--- config.mk ---
export PLATFORM = sky130hd
export DESIGN_NAME = xor_frame_parity_flat
export DESIGN_NICKNAME = d
export VERILOG_FILES = /design/src/rtl/xor_frame_parity_if.sv /design/src/rtl/xor_frame_parity.sv /design/src/flat_wrapper.sv
export SDC_FILE = /design/constraint.sdc
export NUM_CORES = 1
export LEC_CHECK = 0
export CAP_MARGIN = 5
export CORE_MARGIN = 8
export CORE_UTILIZATION = 46
export CTS_BUF_LIST = sky130_fd_sc_hd__clkbuf_16
export CTS_CLUSTER_DIAMETER = 150
export DETAILED_ROUTE_END_ITERATION = 6
export PLACE_DENSITY_LB_ADDON = 0.1
export SLEW_MARGIN = 20
export SYNTH_ARGS = -nofsm -noshare
export SYNTH_HDL_FRONTEND = slang
export SYNTH_SLANG_ARGS = --single-unit
--- constraint.sdc ---
create_clock -name clk -period 1.4 [get_ports clk]
set_clock_uncertainty 0.15 [all_clocks]
set_input_delay 0.14 -clock clk [delete_from_list [all_inputs] [get_ports clk]]
set_output_delay 0.14 -clock clk [all_outputs]
set_load 0.01 [all_outputs]
--- src/rtl/xor_frame_parity_if.sv ---
// Purpose : handshake bundle for xor_frame_parity.
//           Input side carries a WIDTH-bit word stream with frame delimiter and
//           mode. Output side carries one parity result per frame.
// Modports: master - the environment (word producer + result consumer)
//           slave  - the parity engine
// Signals : in_valid/in_ready/in_data/in_last/mode  word stream
//           out_valid/out_ready/out_colpar/out_rowpar/out_len/out_err  result
interface xor_frame_parity_if #(
  parameter int unsigned WIDTH   = 8,
  parameter int unsigned MAX_LEN = 16
);
  localparam int unsigned LW = $clog2(MAX_LEN + 1);

  logic             in_valid;
  logic             in_ready;
  logic [WIDTH-1:0] in_data;
  logic             in_last;
  logic             mode;

  logic             out_valid;
  logic             out_ready;
  logic [WIDTH-1:0] out_colpar;
  logic             out_rowpar;
  logic [LW-1:0]    out_len;
  logic             out_err;

  modport master (
    output in_valid, in_data, in_last, mode, out_ready,
    input  in_ready, out_valid, out_colpar, out_rowpar, out_len, out_err
  );

  modport slave (
    input  in_valid, in_data, in_last, mode, out_ready,
    output in_ready, out_valid, out_colpar, out_rowpar, out_len, out_err
  );
endinterface

--- src/rtl/xor_frame_parity.sv ---
// Purpose : streaming XOR parity engine. Accumulates column parity over a frame
//           of WIDTH-bit words and emits colpar, rowpar, length and error once
//           per frame. Generate mode reports parity; check mode treats the last
//           word as expected parity, so colpar becomes the syndrome.
// Ports   : clk  - rising-edge clock
//           rst  - synchronous active-high reset
//           bus  - xor_frame_parity_if.slave (word stream in, result out)
// Notes   : all result outputs are registered; in_ready is decoded from the
//           state and rst so the block never accepts a word during reset.
module xor_frame_parity #(
  parameter int unsigned WIDTH   = 8,
  parameter int unsigned MAX_LEN = 16,
  parameter int unsigned ODD     = 0
) (
  input  logic              clk,
  input  logic              rst,
  xor_frame_parity_if.slave bus
);

  localparam int unsigned LW      = $clog2(MAX_LEN + 1);
  localparam logic        ODD_BIT = 1'(ODD);

  typedef enum logic {
    ACC  = 1'b0,
    HOLD = 1'b1
  } state_t;

  state_t           state_q, state_d;

  // Frame accumulation state
  logic [WIDTH-1:0] acc_q, acc_d;
  logic [LW-1:0]    cnt_q, cnt_d;
  logic             ovf_q, ovf_d;
  logic             fmode_q, fmode_d;

  // Result registers
  logic             out_valid_q, out_valid_d;
  logic [WIDTH-1:0] colpar_q, colpar_d;
  logic             rowpar_q, rowpar_d;
  logic [LW-1:0]    len_q, len_d;
  logic             err_q, err_d;

  // Per-word update values, used both for accumulation and for the final result
  logic             in_ready_c;
  logic             in_fire_c;
  logic             out_fire_c;
  logic             cnt_sat_c;
  logic [WIDTH-1:0] acc_nx_c;
  logic [LW-1:0]    cnt_nx_c;
  logic             ovf_nx_c;
  logic             fmode_nx_c;

  assign in_ready_c = (state_q == ACC) && !rst;
  assign in_fire_c  = bus.in_valid && in_ready_c;
  assign out_fire_c = out_valid_q && bus.out_ready;

  assign cnt_sat_c  = (cnt_q == LW'(MAX_LEN));
  assign acc_nx_c   = acc_q ^ bus.in_data;
  assign cnt_nx_c   = cnt_sat_c ? cnt_q : cnt_q + LW'(1);
  // A word arriving with the counter already full is the overflow event
  assign ovf_nx_c   = ovf_q | cnt_sat_c;
  // Mode is only sampled with the first word of a frame
  assign fmode_nx_c = (cnt_q == '0) ? bus.mode : fmode_q;

  // State and datapath registers
  always_ff @(posedge clk) begin
    if (rst) begin
      state_q     <= ACC;
      acc_q       <= '0;
      cnt_q       <= '0;
      ovf_q       <= 1'b0;
      fmode_q     <= 1'b0;
      out_valid_q <= 1'b0;
      colpar_q    <= '0;
      rowpar_q    <= 1'b0;
      len_q       <= '0;
      err_q       <= 1'b0;
    end else begin
      state_q     <= state_d;
      acc_q       <= acc_d;
      cnt_q       <= cnt_d;
      ovf_q       <= ovf_d;
      fmode_q     <= fmode_d;
      out_valid_q <= out_valid_d;
      colpar_q    <= colpar_d;
      rowpar_q    <= rowpar_d;
      len_q       <= len_d;
      err_q       <= err_d;
    end
  end

  // Next-state and result decode
  always_comb begin
    state_d     = state_q;
    acc_d       = acc_q;
    cnt_d       = cnt_q;
    ovf_d       = ovf_q;
    fmode_d     = fmode_q;
    out_valid_d = out_valid_q;
    colpar_d    = colpar_q;
    rowpar_d    = rowpar_q;
    len_d       = len_q;
    err_d       = err_q;

    case (state_q)
      ACC: begin
        if (in_fire_c) begin
          acc_d   = acc_nx_c;
          cnt_d   = cnt_nx_c;
          ovf_d   = ovf_nx_c;
          fmode_d = fmode_nx_c;
          if (bus.in_last) begin
            // Result includes the last word, including its overflow contribution
            out_valid_d = 1'b1;
            colpar_d    = acc_nx_c;
            rowpar_d    = (^acc_nx_c) ^ ODD_BIT;
            len_d       = cnt_nx_c;
            err_d       = ovf_nx_c | (fmode_nx_c & (|acc_nx_c));
            state_d     = HOLD;
          end
        end
      end

      HOLD: begin
        // Results stay stable and input is ignored until the consumer takes them
        if (out_fire_c) begin
          acc_d       = '0;
          cnt_d       = '0;
          ovf_d       = 1'b0;
          fmode_d     = 1'b0;
          out_valid_d = 1'b0;
          state_d     = ACC;
        end
      end

      default: begin
        state_d = ACC;
      end
    endcase
  end

  assign bus.in_ready   = in_ready_c;
  assign bus.out_valid  = out_valid_q;
  assign bus.out_colpar = colpar_q;
  assign bus.out_rowpar = rowpar_q;
  assign bus.out_len    = len_q;
  assign bus.out_err    = err_q;

endmodule

--- src/flat_wrapper.sv ---
// flat-port wrapper written by rule: the top's interface ports become plain ports
module xor_frame_parity_flat 
#(
  parameter int unsigned WIDTH   = 8,
  parameter int unsigned MAX_LEN = 16,
  parameter int unsigned ODD     = 0
)
  (clk, rst, bus_in_valid, bus_in_data, bus_in_last, bus_mode, bus_out_ready, bus_in_ready, bus_out_valid, bus_out_colpar, bus_out_rowpar, bus_out_len, bus_out_err);
  xor_frame_parity_if #(.WIDTH(WIDTH), .MAX_LEN(MAX_LEN)) bus_i ();
  input  logic clk;
  input  logic rst;
  input wire logic [$bits(bus_i.in_valid)-1:0] bus_in_valid;
  input wire logic [$bits(bus_i.in_data)-1:0] bus_in_data;
  input wire logic [$bits(bus_i.in_last)-1:0] bus_in_last;
  input wire logic [$bits(bus_i.mode)-1:0] bus_mode;
  input wire logic [$bits(bus_i.out_ready)-1:0] bus_out_ready;
  output wire logic [$bits(bus_i.in_ready)-1:0] bus_in_ready;
  output wire logic [$bits(bus_i.out_valid)-1:0] bus_out_valid;
  output wire logic [$bits(bus_i.out_colpar)-1:0] bus_out_colpar;
  output wire logic [$bits(bus_i.out_rowpar)-1:0] bus_out_rowpar;
  output wire logic [$bits(bus_i.out_len)-1:0] bus_out_len;
  output wire logic [$bits(bus_i.out_err)-1:0] bus_out_err;
  assign bus_i.in_valid = bus_in_valid;
  assign bus_i.in_data = bus_in_data;
  assign bus_i.in_last = bus_in_last;
  assign bus_i.mode = bus_mode;
  assign bus_i.out_ready = bus_out_ready;
  assign bus_in_ready = bus_i.in_ready;
  assign bus_out_valid = bus_i.out_valid;
  assign bus_out_colpar = bus_i.out_colpar;
  assign bus_out_rowpar = bus_i.out_rowpar;
  assign bus_out_len = bus_i.out_len;
  assign bus_out_err = bus_i.out_err;
  xor_frame_parity #(.WIDTH(WIDTH), .MAX_LEN(MAX_LEN), .ODD(ODD)) u_core (.clk(clk), .rst(rst), .bus(bus_i));
endmodule
==> results.yml, run 1 <==
power:
  cellPowerDensity_nw_per_um2: 1020
  p_leak_nw: 1.06
  combPwrFrac_pct: 21.7
  pwr-share-clk_pct: 39.9
  p_sw_share_pct: 26.5
  switchingPower_mw: 0.690
  ir_drop_v: 0.000803
  seqPwrFrac_pct: 38.5
  internal_power_mw: 1.91
sta:
  worst_pin_slew_ns: 0.376
  fmax_mhz: 663
  rsz0062_at_grt: "yes"
  period_needed_ns: 1.51
  fin_crit_sh_pct: 108
  setup_viol: 11
  slew_headroom_pct: 74.9
  worst_slack_ns: -0.108
  fin_hold_ws_ns: 0.111
  tns_ns: -0.714
  slew_viol_final: 0
  final_hold_viol_count: 0
critical_path:
  r2r_setup_slack_ns: -0.11
  r2r.worst_path.cells: 5
  worstSetupStartpoint: "u_core.cnt_q[0]"
  worstPathMaxFanout: 3
  rr_endpoint: "u_core.bus.out_err"
  startpoint_type: "flip-flop"
  critPathKind: "reg -> reg"
  worstSetupEndpointType: "flip-flop"
  crit_arrival_ns: 1.51
  cp_data_required_time_ns: 1.40
  r2r_start: "u_core.cnt_q[0]"
  setup.worst_path.end: "u_core.bus.out_err"
logic_synthesis:
  synth_top_family_by_area: "compound AO/OA/AOI/OAI gates"
  ys_seq_area_share_pct: 39.1
  postSynthCellCount: 163
  synthAdderAreaFrac_pct: 4.58
  synth_mux_area_share_pct: 1.22
  synth-compound-area-share_pct: 20.0
  synth_nets: 183
  synth_ff_type: "dfxtp_1"
  ys_warn_count: 0
  netlist_area_um2: 1640
  synth_edf_count: 0
  synth_xor_area_share_pct: 8.02
  synth_cell_types: 39
  yosys.area_share.simple_pct: 17.9
  asyncSetResetFlopFracSynth_pct: 0
  synth-seq-cells: 32
  avgSynthCellArea_um2: 10.0
placement:
  dp_cells: 253
  dp_hpwl_um: 2700
  place.gp.congestion: 0.818
  placed_cell_area_um2: 2110
  io_buffers: 30
die:
  core_area_um2: 3390
  ios: 31
  fp.dieW_um: 75.7
  die_y_um: 75.7
  rows: 21
  dieArea_um2: 5730
  start_util_pct: 48.3
grt:
  grt_max_degree: 32
  overflow: 0
  first_global_vias: 1570
  grt_util_all_layers_pct: 17.7
  antenna_found_initial: 0
  grt_first_pass_wirelength_um: 7400
clocking:
  cts_made_buffers: 5
  clkTransAtPathRegs_ns: 0.05
  cts_hold_buf: 0
  cts_tree: "yes"
  clock_sinks: 32
  htreeDepth: 2
  root_buffer: "clkbuf_16"
  clockBufferDepth: 2
  clock_latency_ns: 0.28
routing:
  vias: 1483
  drc: 0
  drt_iter0_markers: 60
  dr.pass1.iters: 4
  vias_per_cell: 5.47
  antenna_left: 0
  drt_wl_total_um: 4830
  drt-wirelength-per-cell_um: 17.8
run:
  drv_cap: 0
final_layout:
  fin_area_um2: 2550
  antenna_cells: 0
  nNetsFinal: 244
  stdcell_count: 271
  synthToLayoutAreaGrowth_pct: 55.9
  drive_above_1_share_pct: 41.8
run_status:
  violations: "setup timing"
  status: "finished with violations"
min_path:
  min-delay-path-class: "in -> reg"
  hp-start: "rst"
-- power by group through the flow --
stage          clock (mW)  sequential [mW]  combinational (mW)
2_1_floorplan           0             1.02               0.260
4_1_cts              1.05            0.995               0.543
3_3_place_gp            0             1.01               0.453
6_report             1.04             1.00               0.564
5_1_grt              1.08             1.00               0.602
3_5_place_dp            0             1.01               0.463
-- synthesized netlist by cell type (2+ instances only) --
cell | count | area (µm²)
dfxtp_1 | 32 | 641
nor2_1 | 17 | 63.8
a21oi_1 | 12 | 60.1
xnor2_1 | 12 | 105
a211oi_1 | 11 | 82.6
nand2b_1 | 9 | 56.3
a311oi_2 | 6 | 90.1
ha_1 | 6 | 75.1
inv_1 | 6 | 22.5
nand3_1 | 6 | 30.0
buf_6 | 5 | 56.3
a311oi_1 | 4 | 35.0
nand2_1 | 3 | 11.3
o32ai_1 | 3 | 26.3
xor2_1 | 3 | 26.3
buf_4 | 2 | 15.0
clkbuf_1 | 2 | 7.51
mux2i_1 | 2 | 20.0
nor3b_1 | 2 | 15.0
-- worst min-delay path by stage --
stage	to	slack [ns]	cells past startpoint
2_1_floorplan	u_core.bus.out_valid	0.11	1
3_3_place_gp	u_core.fmode_q	0.31	2
3_5_place_dp	u_core.fmode_q	0.32	2
4_1_cts	u_core.bus.out_valid	0.09	2
5_1_grt	u_core.bus.out_valid	0.13	2
6_report	u_core.bus.out_valid	0.11	2
-- routing by layer --
metal	up-vias	part of all wire, %	GRT usage (%)
met5	-	0	0
met4	0	2.2	7.68
met3	10	4.0	5.13
met2	37	53	31.7
met1	720	41	18.8
li1	716	-	-
-- cell usage in the layout (no fill, tap or decap), types with 3 or more instances in the layout --
cell type / instances
clkbuf_16: 5
ha_1: 4
a21oi_2: 7
nor2_1: 16
inv_1: 4
a211oi_1: 11
a311oi_2: 6
o32ai_1: 3
clkdlybuf4s50_1: 3
nand3_1: 4
dlygate4sd2_1: 24
xnor2_1: 3
a21oi_1: 4
nand2b_1: 7
xnor2_2: 9
buf_6: 6
a311oi_1: 4
xor2_1: 3
buf_4: 26
dfxtp_1: 22
dfxtp_2: 8
nand2_1: 3
-- repair_timing --
| action | CTS | global route |
|---|---|---|
| resized for setup | 58 | 23 |
| endpoints found under the setup margin | 43 | 24 |
| setup buffers | 6 | 2 |
| cloned | 4 | 0 |
| pin swaps | 18 | 14 |
-- sequential cells by signal (all words and copies together) (netlist names) --
name                   count
u_core.ovf_q               1
u_core.bus.out_colpar      8
u_core.bus.out_len         5
u_core.cnt_q               5
u_core.acc_q               8
u_core.fmode_q             1
u_core.bus.out_valid       1
u_core.bus.out_err         1
u_core.bus.out_rowpar      1
u_core.state_q             1
-- per-stage QoR --
step,setup slack (ns),total power [mW],utilization [%]
after global routing,-0.162,2.69,75.3
after detailed placement,-0.468,1.47,62.2
after floorplan,-0.0662,1.28,-
after CTS,-0.117,2.59,74.0
after global placement,-0.402,1.46,62.2
final,-0.108,2.60,75.3
-- critical path: stages, from the launching register on --
cell     delay (ns)
dfxtp_4        0.34
inv_2          0.07
ha_4           0.14
nor4b_4        0.24
mux2i_2        0.32
o22ai_1        0.12
-- cell type report --
cell class / count / area [µm²]
flip-flops and latches: 32 / 658
well taps: 46 / 57.6
clock buffers: 5 / 125
multi-input cells: 113 / 1050
fillers: 235 / 836
inverters: 6 / 22.5
clock inverters: 3 / 13.8
repair buffers: 66 / 628
-- kinds of logic after synthesis --
group	Yosys count
simple gates	48
compound gates	41
flops	32
buf+inv	19
xor+xnor	15
fa+ha+maj	6
mux	2
No activity file was read; power rests on OpenSTA's default activity.
==> run 2, diff against run 1 <==
--- a/config.mk
+++ b/config.mk
@@ -12,7 +12,7 @@
 export CTS_CLUSTER_DIAMETER = 150
 export DETAILED_ROUTE_END_ITERATION = 6
 export PLACE_DENSITY_LB_ADDON = 0.1
-export SLEW_MARGIN = 20
+export SLEW_MARGIN = 0
 export SYNTH_ARGS = -nofsm -noshare
 export SYNTH_HDL_FRONTEND = slang
 export SYNTH_SLANG_ARGS = --single-unit
==> results of run 2 <==
Final layout, timing and power as in run 1 (identical DEF).
